===== config.mk =====
export PLATFORM = sky130hd
export DESIGN_NAME = z80_rot_dec_exec_flat
export DESIGN_NICKNAME = d
export VERILOG_FILES = /design/src/rtl/z80_rot_dec_exec_if.sv /design/src/rtl/z80_rot_dec_exec.sv /design/src/flat_wrapper.sv
export SDC_FILE = /design/constraint.sdc
export NUM_CORES = 1
export LEC_CHECK = 0
export BUFFER_PORTS_ARGS = -buffer_cell sky130_fd_sc_hd__buf_4
export CAP_MARGIN = 20
export CELL_PAD_IN_SITES_DETAIL_PLACEMENT = 0
export CELL_PAD_IN_SITES_GLOBAL_PLACEMENT = 1
export CORE_ASPECT_RATIO = 1.5
export CORE_UTILIZATION = 37
export DETAILED_ROUTE_END_ITERATION = 10
export GPL_TIMING_DRIVEN = 0
export PLACE_DENSITY_LB_ADDON = 0.1
export SYNTH_ARGS = -nofsm -noshare
export SYNTH_HDL_FRONTEND = slang
export SYNTH_SLANG_ARGS = --single-unit

===== constraint.sdc =====
create_clock -name clk -period 2.1 [get_ports clk]
set_input_delay 0.105 -clock clk [delete_from_list [all_inputs] [get_ports clk]]
set_output_delay 0.105 -clock clk [all_outputs]
set_load 0.05 [all_outputs]

===== src/rtl/z80_rot_dec_exec_if.sv =====
// Memory handshake bundle for the RLD/RRD execution sequencer.
//   mem_req   : request, held until mem_ack
//   mem_we    : 1 = write, 0 = read; valid while mem_req
//   mem_addr  : request address
//   mem_wdata : write data
//   mem_ack   : completes the current request in the same cycle
//   mem_rdata : read data, valid with mem_ack on a read
// master = sequencer side, slave = memory side.
interface z80_rot_dec_exec_if;
  logic        mem_req;
  logic        mem_we;
  logic [15:0] mem_addr;
  logic [7:0]  mem_wdata;
  logic        mem_ack;
  logic [7:0]  mem_rdata;

  modport master (
    output mem_req, mem_we, mem_addr, mem_wdata,
    input  mem_ack, mem_rdata
  );

  modport slave (
    input  mem_req, mem_we, mem_addr, mem_wdata,
    output mem_ack, mem_rdata
  );
endinterface


===== src/rtl/z80_rot_dec_exec.sv =====
// Multi-cycle execution sequencer for RLD/RRD (ED 6F / ED 67).
// Reads (HL), rotates nibbles between A and the memory byte, writes the
// result back to (HL), then retires A, F and IP for the z80fi record.
// Ports:
//   clk, reset          : clock, synchronous active-high reset
//   start, left         : launch pulse (IDLE only); 1 = RLD, 0 = RRD
//   hl_in, a_in, f_in   : HL, A, F at launch
//   ip_in               : address of the ED prefix
//   mem                 : memory req/ack handshake (master side)
//   busy, done          : not-IDLE indicator, one-cycle retire pulse
//   a_out, f_out, ip_out: retired A, F, IP (ip_in + 2)
//   mem_rd_data         : byte read, for the bus record
//   mem_wr_data         : byte written, for the bus record
module z80_rot_dec_exec #(
  parameter int unsigned COMPUTE_CYCLES = 4
) (
  input  logic                       clk,
  input  logic                       reset,
  input  logic                       start,
  input  logic                       left,
  input  logic [15:0]                hl_in,
  input  logic [7:0]                 a_in,
  input  logic [7:0]                 f_in,
  input  logic [15:0]                ip_in,
  z80_rot_dec_exec_if.master         mem,
  output logic                       busy,
  output logic                       done,
  output logic [7:0]                 a_out,
  output logic [7:0]                 f_out,
  output logic [15:0]                ip_out,
  output logic [7:0]                 mem_rd_data,
  output logic [7:0]                 mem_wr_data
);

  localparam int unsigned CNT_W = (COMPUTE_CYCLES > 1) ? $clog2(COMPUTE_CYCLES) : 1;

  typedef enum logic [2:0] {
    S_IDLE,
    S_READ,
    S_COMPUTE,
    S_WRITE,
    S_DONE
  } state_t;

  state_t state, state_nxt;

  logic             left_q;
  logic [15:0]      hl_q;
  logic [7:0]       a_q;
  logic [2:0]       fkeep_q;   // F bits 5, 3 and C, which pass through unchanged
  logic [15:0]      ip_q;
  logic [7:0]       m_q;
  logic [CNT_W-1:0] cnt_q;

  logic [7:0]       new_a;
  logic [7:0]       new_m;
  logic [7:0]       new_f;

  // Nibble rotate between A[3:0] and the memory byte; A[7:4] is untouched.
  always_comb begin
    if (left_q) begin
      new_a = {a_q[7:4], m_q[7:4]};
      new_m = {m_q[3:0], a_q[3:0]};
    end else begin
      new_a = {a_q[7:4], m_q[3:0]};
      new_m = {a_q[3:0], m_q[7:4]};
    end
  end

  // F = {S, Z, 5, H, 3, V(parity even), N, C}
  always_comb begin
    new_f = {new_a[7], (new_a == 8'h00), fkeep_q[2], 1'b0,
             fkeep_q[1], ~^new_a, 1'b0, fkeep_q[0]};
  end

  always_ff @(posedge clk) begin
    if (reset) begin
      state <= S_IDLE;
    end else begin
      state <= state_nxt;
    end
  end

  always_comb begin
    state_nxt     = state;
    mem.mem_req   = 1'b0;
    mem.mem_we    = 1'b0;
    mem.mem_addr  = '0;
    mem.mem_wdata = '0;
    busy          = 1'b1;
    done          = 1'b0;
    case (state)
      S_IDLE: begin
        busy = 1'b0;
        if (start) begin
          state_nxt = S_READ;
        end
      end
      S_READ: begin
        mem.mem_req  = 1'b1;
        mem.mem_addr = hl_q;
        if (mem.mem_ack) begin
          state_nxt = S_COMPUTE;
        end
      end
      S_COMPUTE: begin
        if (cnt_q == '0) begin
          state_nxt = S_WRITE;
        end
      end
      S_WRITE: begin
        mem.mem_req   = 1'b1;
        mem.mem_we    = 1'b1;
        mem.mem_addr  = hl_q;
        mem.mem_wdata = new_m;
        if (mem.mem_ack) begin
          state_nxt = S_DONE;
        end
      end
      S_DONE: begin
        done      = 1'b1;
        state_nxt = S_IDLE;
      end
      default: begin
        state_nxt = S_IDLE;
      end
    endcase
  end

  always_ff @(posedge clk) begin
    if (reset) begin
      left_q      <= 1'b0;
      hl_q        <= '0;
      a_q         <= '0;
      fkeep_q     <= '0;
      ip_q        <= '0;
      m_q         <= '0;
      cnt_q       <= '0;
      a_out       <= '0;
      f_out       <= '0;
      ip_out      <= '0;
      mem_rd_data <= '0;
      mem_wr_data <= '0;
    end else begin
      if (state == S_IDLE && start) begin
        left_q  <= left;
        hl_q    <= hl_in;
        a_q     <= a_in;
        fkeep_q <= {f_in[5], f_in[3], f_in[0]};
        ip_q    <= ip_in;
      end
      // Counter is loaded on the READ->COMPUTE transition so COMPUTE
      // lasts exactly COMPUTE_CYCLES cycles.
      if (state == S_READ && mem.mem_ack) begin
        m_q   <= mem.mem_rdata;
        cnt_q <= CNT_W'(COMPUTE_CYCLES - 1);
      end
      if (state == S_COMPUTE && cnt_q != '0) begin
        cnt_q <= cnt_q - CNT_W'(1);
      end
      if (state == S_WRITE && mem.mem_ack) begin
        a_out       <= new_a;
        f_out       <= new_f;
        ip_out      <= ip_q + 16'd2;
        mem_rd_data <= m_q;
        mem_wr_data <= new_m;
      end
    end
  end

endmodule

===== src/flat_wrapper.sv =====
// flat-port wrapper written by rule: the top's interface ports become plain ports
module z80_rot_dec_exec_flat 
#(
  parameter int unsigned COMPUTE_CYCLES = 4
)
  (clk, reset, start, left, hl_in, a_in, f_in, ip_in, busy, done, a_out, f_out, ip_out, mem_rd_data, mem_wr_data, mem_mem_req, mem_mem_we, mem_mem_addr, mem_mem_wdata, mem_mem_ack, mem_mem_rdata);
  z80_rot_dec_exec_if mem_i ();
  input  logic clk;
  input  logic reset;
  input  logic start;
  input  logic left;
  input  logic [15:0] hl_in;
  input  logic [7:0] a_in;
  input  logic [7:0] f_in;
  input  logic [15:0] ip_in;
  output logic busy;
  output logic done;
  output logic [7:0] a_out;
  output logic [7:0] f_out;
  output logic [15:0] ip_out;
  output logic [7:0] mem_rd_data;
  output logic [7:0] mem_wr_data;
  output wire logic [$bits(mem_i.mem_req)-1:0] mem_mem_req;
  output wire logic [$bits(mem_i.mem_we)-1:0] mem_mem_we;
  output wire logic [$bits(mem_i.mem_addr)-1:0] mem_mem_addr;
  output wire logic [$bits(mem_i.mem_wdata)-1:0] mem_mem_wdata;
  input wire logic [$bits(mem_i.mem_ack)-1:0] mem_mem_ack;
  input wire logic [$bits(mem_i.mem_rdata)-1:0] mem_mem_rdata;
  assign mem_mem_req = mem_i.mem_req;
  assign mem_mem_we = mem_i.mem_we;
  assign mem_mem_addr = mem_i.mem_addr;
  assign mem_mem_wdata = mem_i.mem_wdata;
  assign mem_i.mem_ack = mem_mem_ack;
  assign mem_i.mem_rdata = mem_mem_rdata;
  z80_rot_dec_exec #(.COMPUTE_CYCLES(COMPUTE_CYCLES)) u_core (.clk(clk), .reset(reset), .start(start), .left(left), .hl_in(hl_in), .a_in(a_in), .f_in(f_in), .ip_in(ip_in), .mem(mem_i), .busy(busy), .done(done), .a_out(a_out), .f_out(f_out), .ip_out(ip_out), .mem_rd_data(mem_rd_data), .mem_wr_data(mem_wr_data));
endmodule

# == After elaboration in Yosys (flattened, before gate mapping) ==
# Cells that the tools add are included.
# totals
reg_bits,103
word_cells,50
# classes
n_addsub,2
n_eq_ne,8
muxes,15
n_reduce_logical,12
# ops
operator,count
"16-bit by 2-bit adder with 16-bit output, second input constant",1
16-bit 2-to-1 mux,1
8-bit 2-to-1 mux,2
3-bit 2-to-1 mux,4
3-bit case mux with 4 select lines,1
8-bit zero test,1
8-bit XNOR reduction,1
"3-bit by 2-bit equality test with 1-bit output, second input constant",2
"2-bit != test, second input constant",3
1-bit logical AND,4
1-bit 2-to-1 mux,4
2-bit 2-to-1 mux,2
4-bit 2-to-1 mux,1
4-bit AND reduction,1
2-bit nonzero test,2
"3-bit by 1-bit equality test with 1-bit output, second input constant",1
"3-bit equality test, second input constant",1
3-bit zero test,1
2-bit zero test,1
"2-bit by 1-bit != test with 1-bit output, second input constant",1
2-bit OR reduction,1
"2-bit by 1-bit subtractor with 2-bit output, second input constant",1

# == Depth between registers and ports, before layout ==
# Gate-level depths: netlist (run 1).
# depth
depth_word,4
mapped_depth,8
depth_no_buf,6

# == Least setup slack after synthesis (run 1) ==
# OpenSTA, ideal clock, no wires.
# synth_timing
kind,register to output
from,register u_core.state[0]
to,output mem_mem_addr[10]
t_arrival_ps,1919
slack_ps,76
stages_incl_launch_ff,6
cell_sequence,dfxtp_1 buf_4 nor2b_1 clkbuf_1 clkbuf_1 and2_1
# synth_between
elab_chain_len,3
word_cells_on_any_way,4
# synth_lines
item,line_no,rtl
start: declaration,z80_rot_dec_exec.sv:45,"state_t state, state_nxt;"
start signal: assignment,z80_rot_dec_exec.sv:80,state <= state_nxt;
3-bit by 2-bit equality test with 1-bit output or 3-bit by 1-bit equality test with 1-bit output (tied branches),z80_rot_dec_exec.sv:92,case (state)
2-bit OR reduction (no line) *,n/a,
16-bit 2-to-1 mux *,z80_rot_dec_exec.sv:92,
end: declaration,flat_wrapper.sv:25,output wire logic [$bits(mem_i.mem_addr)-1:0] mem_mem_addr;
# Every way passes the cells marked *; elsewhere a longest branch is shown, timed or not.

# == Worst setup path in the final report (run 1) ==
# layout_timing
from,register u_core.left_q
to,register u_core.f_out[2]
# layout_between
elab_chain_len,2
# layout_lines
item,line_no,rtl
start: declaration,z80_rot_dec_exec.sv:47,logic left_q;
start signal: assignment,z80_rot_dec_exec.sv:146,left_q <= left;
4-bit 2-to-1 mux,z80_rot_dec_exec.sv:61,if (left_q) begin
8-bit XNOR reduction,z80_rot_dec_exec.sv:73,"fkeep_q[1], ~^new_a, 1'b0, fkeep_q[0]};"
end signal: assignment,z80_rot_dec_exec.sv:163,f_out <= new_f;
end: declaration,z80_rot_dec_exec.sv:29,"output logic [7:0] f_out,"
# No other way between the ends.
# A chain may end at the register's enable or synchronous reset.

==> flow_summary.ini, run 1 <==
[run_status]
status = completed

[flow_run]
drv_cap = 0

[yosys]
synth_area_um2 = 4325
synth_compound_area_frac = 0.1441
synthSimpleGateAreaFrac = 0.2436
synth_mux_area_frac = 0.02777
synthXorXnorAreaFrac = 0.03442
synth_cell_types = 35
synth_top_family_by_area = simple AND/OR/NAND/NOR gates
synth-seq-cells = 102
synth_fa_ha_area_frac = 0.01736
syn_area_per_cell_um2 = 8.255
ys_warn_count = 0
ys_seq_area_frac = 0.4721
syn_inst = 524

[sta]
slew_viol_final = 0
period_share = 0.9309
finalWorstSetupSlack_ps = 145.1
fmax_mhz = 511.5
slew_headroom = 0.5189
grt_setup_unrepaired = false
fin_worst_skew_ps = 6.103
finalHoldViolations = 0
whs_ps = 8.254
min_period_ps = 1955
worstMarginPinSlew_ps = 721.7
setup_viol = 0

[final_layout]
diodes = 0
area_growth_pct = 35.18
post-route-util = 0.5097
fin_cells = 822
nFillCells = 1161
final_area_um2 = 5847
final_cell_mix = nand2_1 (146), buf_4 (138), dfxtp_1 (102)
layout-drive-gt1-share = 0.2783
final_common_cell = nand2_1
seqCellArea_um2 = 2042
num-nets-final = 734
multi_input_area_um2 = 2034

[detailed_routing]
via_per_inst = 4.718
drc = 0
routed_wirelength_um = 12030
wl_per_cell_um = 14.64
antenna_left = 0
dr.first_iter.drc_count = 88
vias = 3878
first_pass_iters = 6

[power]
irDropWorstVdd_uv = 361.3
p_leak_nw = 2.349
power_density_nw_per_um2 = 805.2

[cts]
clkSinkCount = 102
post_cts_buffers = 0
cts_made_buffers = 9
path_clk_slew_ps = 70
worstSkewPairLatency_ps = 340
clk_root_buffer_cell = clkbuf_16
cts_tree = done
h-tree-depth = 3
cts_max_path_buffers = 2

[floorplanning]
rows = 48
fp.dieH_um = 134.4
die-area_um2 = 12140
die_x_um = 90.28
start_util = 0.3771
io_pins = 137
core-area_um2 = 11470

[place]
hpwl_um = 9299
gp_congestion = 0.8318
dp_slack_ps = -36.46
dp.cells = 803
io_buffers = 128
placed_area_um2 = 5478

[global_routing]
grt_pass1_vias = 3714
grt_start_max_net_pins = 17
grt_pass1_wl_um = 18860
grt.met1_usage = 0.2199
grtUsageMet3 = 0.05045
grtUsageMet2 = 0.3770
grt_antenna_before_repair = 0
grt_overflow = 0
busiest_layer = met2
grtUsageTotal = 0.2012

[critical_path]
start_kind = flop
r2r_slack_ps = 150
critPathKind = flop to flop
worstPathArrival_ps = 2230
cp.required_ps = 2370
worstPathMaxFanout = 10
critPathCaptureType = flop

[min_path]
hold_path_class = primary input to flop
==> final cells by class <==
| class | instances | share of cell area |
|---|---|---|
| Clock inverter | 6 | 0.01455 |
| Buffer | 41 | 0.03873 |
| Inverter | 11 | 0.007062 |
| Clock buffer | 10 | 0.04087 |
| Tap cell | 150 | 0.03210 |
| Multi-Input combinational cell | 371 | 0.3480 |
| Timing Repair Buffer | 131 | 0.1695 |
| Sequential cell | 102 | 0.3492 |
==> report_power, final <==
group / internal, mW / switching (mW)
Clock: 1.07 / 0.716
Sequential: 2.04 / 0.0869
Combinational: 0.306 / 0.488
Total: 3.42 / 1.29
==> synth_stat cells (all sizes together) <==
cell type / number / area, um2
dfxtp: 102 / 2042
nand4: 5 / 61.31
clkbuf: 19 / 71.32
xor2: 5 / 43.79
nor3b: 1 / 7.510
xnor2: 12 / 105.1
inv: 11 / 41.29
and3: 1 / 6.260
nand4b: 1 / 8.760
nor4bb: 1 / 10.01
nor3: 8 / 45.04
nand3: 3 / 15.01
nor2: 42 / 157.7
conb: 1 / 3.750
a21oi: 73 / 365.4
nor4: 3 / 40.04
nor4b: 1 / 15.01
nand2: 147 / 551.8
nand3b: 1 / 7.510
buf: 22 / 146.4
and2: 17 / 106.4
nor2b: 1 / 6.260
or2: 1 / 6.260
a211oi: 27 / 257.8
ha: 6 / 75.07
and4: 1 / 8.760
mux2i: 12 / 120.1
==> per-stage QoR <==
step | setup TNS [ps] | power, mW
floorplan | 0 | 2.682
CTS | 0 | 4.751
finish | 0 | 4.708
global route | 0 | 4.925
detailed placement | -36.46 | 2.961
global placement | -19.04 | 2.947
==> worst paths after layout <==
check	to	depth (start not counted)	startpoint
min reg2reg	u_core.hl_q[10]$_SDFFE_PP0P_	2	u_core.hl_q[10]$_SDFFE_PP0P_
max	u_core.f_out[2]$_SDFFE_PP0P_	8	u_core.left_q$_SDFFE_PP0P_
max reg2reg	u_core.f_out[2]$_SDFFE_PP0P_	8	u_core.left_q$_SDFFE_PP0P_
min	u_core.ip_q[9]$_SDFFE_PP0P_	3	ip_in[9]
==> sequential cells by signal, indices dropped and copies added, names as in the netlist <==
name,cells
u_core.a_q,8
u_core.f_out,6
u_core.mem_rd_data,8
u_core.hl_q,16
u_core.cnt_q,2
u_core.ip_out,16
u_core.state,3
u_core.m_q,8
u_core.fkeep_q,3
u_core.mem_wr_data,8
u_core.left_q,1
u_core.a_out,7
u_core.ip_q,16
==> cells by family after synthesis <==
kind of cell / after synthesis
AOI/OAI and AO/OA: 100
xor gates and xnor gates: 17
adders and majority gates: 6
buffers and inverters: 52
DFF: 102
muxes: 12
other: 1
and+or+nand+nor: 234
==> routing by layer <==
layer	share of wire	wire length [um]
met2	0.53	6391
met4	0.012	143
met3	0.057	690
met1	0.40	4804
met5	0	0
==> worst max-delay path: stages (launching register included) <==
cell and delay (ps):
dfxtp_1 310, clkbuf_1 250, buf_6 220, mux2i_2 290, ha_1 280, xnor2_1 190, xnor2_1 130, nand2_1 70
a21oi_1 140
==> repair_timing <==
item / in CTS / in global routing
hold endpoints to repair: 3 / 0
endpoints found under the setup margin: 19 / 10
gates cloned: 0 / 0
resized for setup: 3 / 4
hold buffers: 3 / 0
Note: power is estimated with default switching activity, not from simulation.
==> run 2: changes to the inputs <==
--- a/config.mk
+++ b/config.mk
@@ -10,10 +10,12 @@
 export CELL_PAD_IN_SITES_DETAIL_PLACEMENT = 0
 export CELL_PAD_IN_SITES_GLOBAL_PLACEMENT = 1
 export CORE_ASPECT_RATIO = 1.5
-export CORE_UTILIZATION = 37
+export CORE_UTILIZATION = 33
 export DETAILED_ROUTE_END_ITERATION = 10
 export GPL_TIMING_DRIVEN = 0
 export PLACE_DENSITY_LB_ADDON = 0.1
+export RECOVER_POWER = 100
+export SLEW_MARGIN = 15
 export SYNTH_ARGS = -nofsm -noshare
 export SYNTH_HDL_FRONTEND = slang
 export SYNTH_SLANG_ARGS = --single-unit
==> constraint.sdc (replaced) <==
create_clock -name clk -period 1.6 [get_ports clk]
set_input_delay 0.08 -clock clk [delete_from_list [all_inputs] [get_ports clk]]
set_output_delay 0.08 -clock clk [all_outputs]
set_load 0.05 [all_outputs]
==> flow_summary.ini, run 2 (synthesis gave the netlist of run 1 again) <==
[run_status]
status = completed

[power]
irDropWorstVdd_uv = 643.6
power_mw = 6.502
p_leak_nw = 2.480
power_density_nw_per_um2 = 982.8

[critical_path]
start_kind = flop
worstPathMaxFanout = 5
crit_slowest_cell = dfxtp_4
cp_cell_sequence = buf_12 -> mux2i_4 -> ha_4 -> xnor2_2 -> xnor2_1 -> nand2_1 -> a21oi_1
critPathCaptureType = flop
worstPathArrival_ps = 1860
reg2regPathDepth = 7
critPathMaxStageDelay_ps = 390
cp.required_ps = 1870
critPathTopFamily = flip-flops
worst-path-buf-inv = 1
critPathKind = flop to flop
crit_cells = 7

[final_layout]
diodes = 0
top_regs = u_core.hl_q (16), u_core.ip_out (16), u_core.ip_q (16)
post-route-util = 0.5236
num-nets-final = 794
area_growth_pct = 52.97
final_area_um2 = 6616
final_common_cell = nand2_1
layout-drive-gt1-share = 0.2596
final_cell_mix = nand2_1 (145), dfxtp_1 (100), buf_4 (73), a21oi_1 (73), clkbuf_1 (60)

[sta]
finalWorstSetupSlack_ps = 15.07
fmax_mhz = 630.9
slew_viol_final = 0
setup_viol = 0
min_period_ps = 1585
grt_setup_unrepaired = true
worstMarginPinSlew_ps = 696.9
finalHoldViolations = 0
period_share = 0.9906
fin_worst_skew_ps = 6.889
slew_headroom = 0.5354
finalSetupTns_ps = 0

[global_routing]
grtUsageTotal = 0.2000
grt.met1_usage = 0.2212
grt_antenna_before_repair = 0
busiest_layer = met2
grtUsageMet3 = 0.04167
grt_pass1_wl_um = 20550
grtUsageMet2 = 0.3695
grt_overflow = 0
grt_pass1_vias = 4092
grt_start_max_net_pins = 17

[floorplanning]
core-area_um2 = 12640
fp.dieH_um = 142.2
start_util = 0.3423
rows = 50
die-area_um2 = 13580
die_x_um = 95.48
io_pins = 137

[min_path]
hold_depth = 3
hold_path_class = primary input to flop

[detailed_routing]
wl_per_cell_um = 14.78
drc = 0
antenna_left = 0
vias = 4179
routed_wirelength_um = 13130
first_pass_iters = 4
dr.first_iter.drc_count = 104
via_per_inst = 4.706

[cts]
h-tree-depth = 3
cts_max_path_buffers = 2
cts_made_buffers = 9
path_clk_slew_ps = 70
cts_tree = done
worstSkewPairLatency_ps = 340
clkSinkCount = 102
clk_root_buffer_cell = clkbuf_16

[flow_run]
drv_cap = 0

[place]
gp_congestion = 0.7952
placed_area_um2 = 5515
io_buffers = 128
dp_slack_ps = -273.4
hpwl_um = 9658
run 2: cell type report:
| cell class | instances | area (um2) |
|---|---|---|
| Buffer | 38 | 256.5 |
| Clock buffer | 11 | 252.7 |
| Clock inverter | 5 | 81.33 |
| Fill cell | 1248 | 6021 |
| Inverter | 11 | 41.29 |
| Multi-Input combinational cell | 371 | 2246 |
| Sequential cell | 102 | 2049 |
| Tap cell | 156 | 195.2 |
| Timing Repair Buffer | 194 | 1494 |
run 2: metal layers:
metal	routed length, um	vias up	share of wire
li1	-	2124	-
met3	651	12	0.050
met1	5156	1943	0.39
met5	0	-	0
met2	7114	100	0.54
met4	202	0	0.015
run 2: tightest hold or removal path, cell delays in order:
cell and delay (ps):
buf_4 110, nand2_1 60, a21oi_1 60
run 2: worst paths after layout:
kind | from | end | slack (ps)
setup reg to reg | u_core.left_q$_SDFFE_PP0P_ | u_core.f_out[2]$_SDFFE_PP0P_ | 20
hold reg to reg | u_core.hl_q[3]$_SDFFE_PP0P_ | u_core.hl_q[3]$_SDFFE_PP0P_ | 450
hold / removal | hl_in[12] | u_core.hl_q[12]$_SDFFE_PP0P_ | 7
setup / recovery | u_core.left_q$_SDFFE_PP0P_ | u_core.f_out[2]$_SDFFE_PP0P_ | 20
run 2: what timing repair did:
action                                 4_1_cts  5_1_grt
endpoints found under the hold margin       50        0
pin swaps                                    2        2
hold buffers                                50        0
gates cloned                                 0        1
resized for setup                           53       43
setup endpoints to repair                   86       69
setup buffers                               10        5
run 2: stage by stage:
stage / hold slack [ps] / std cells
global placement: 327.8 / 809
global route: 9.896 / 888
finish: 7.021 / 888
detailed placement: 335.4 / 809
CTS: 3.107 / 883
floorplan: 216.0 / 525
run 2: power by group:
group / internal [mW] / switching, mW / leakage [nW]
clock network: 1.46 / 0.951 / 0.162
registers: 2.68 / 0.131 / 0.831
logic: 0.574 / 0.716 / 1.49
total: 4.71 / 1.80 / 2.48
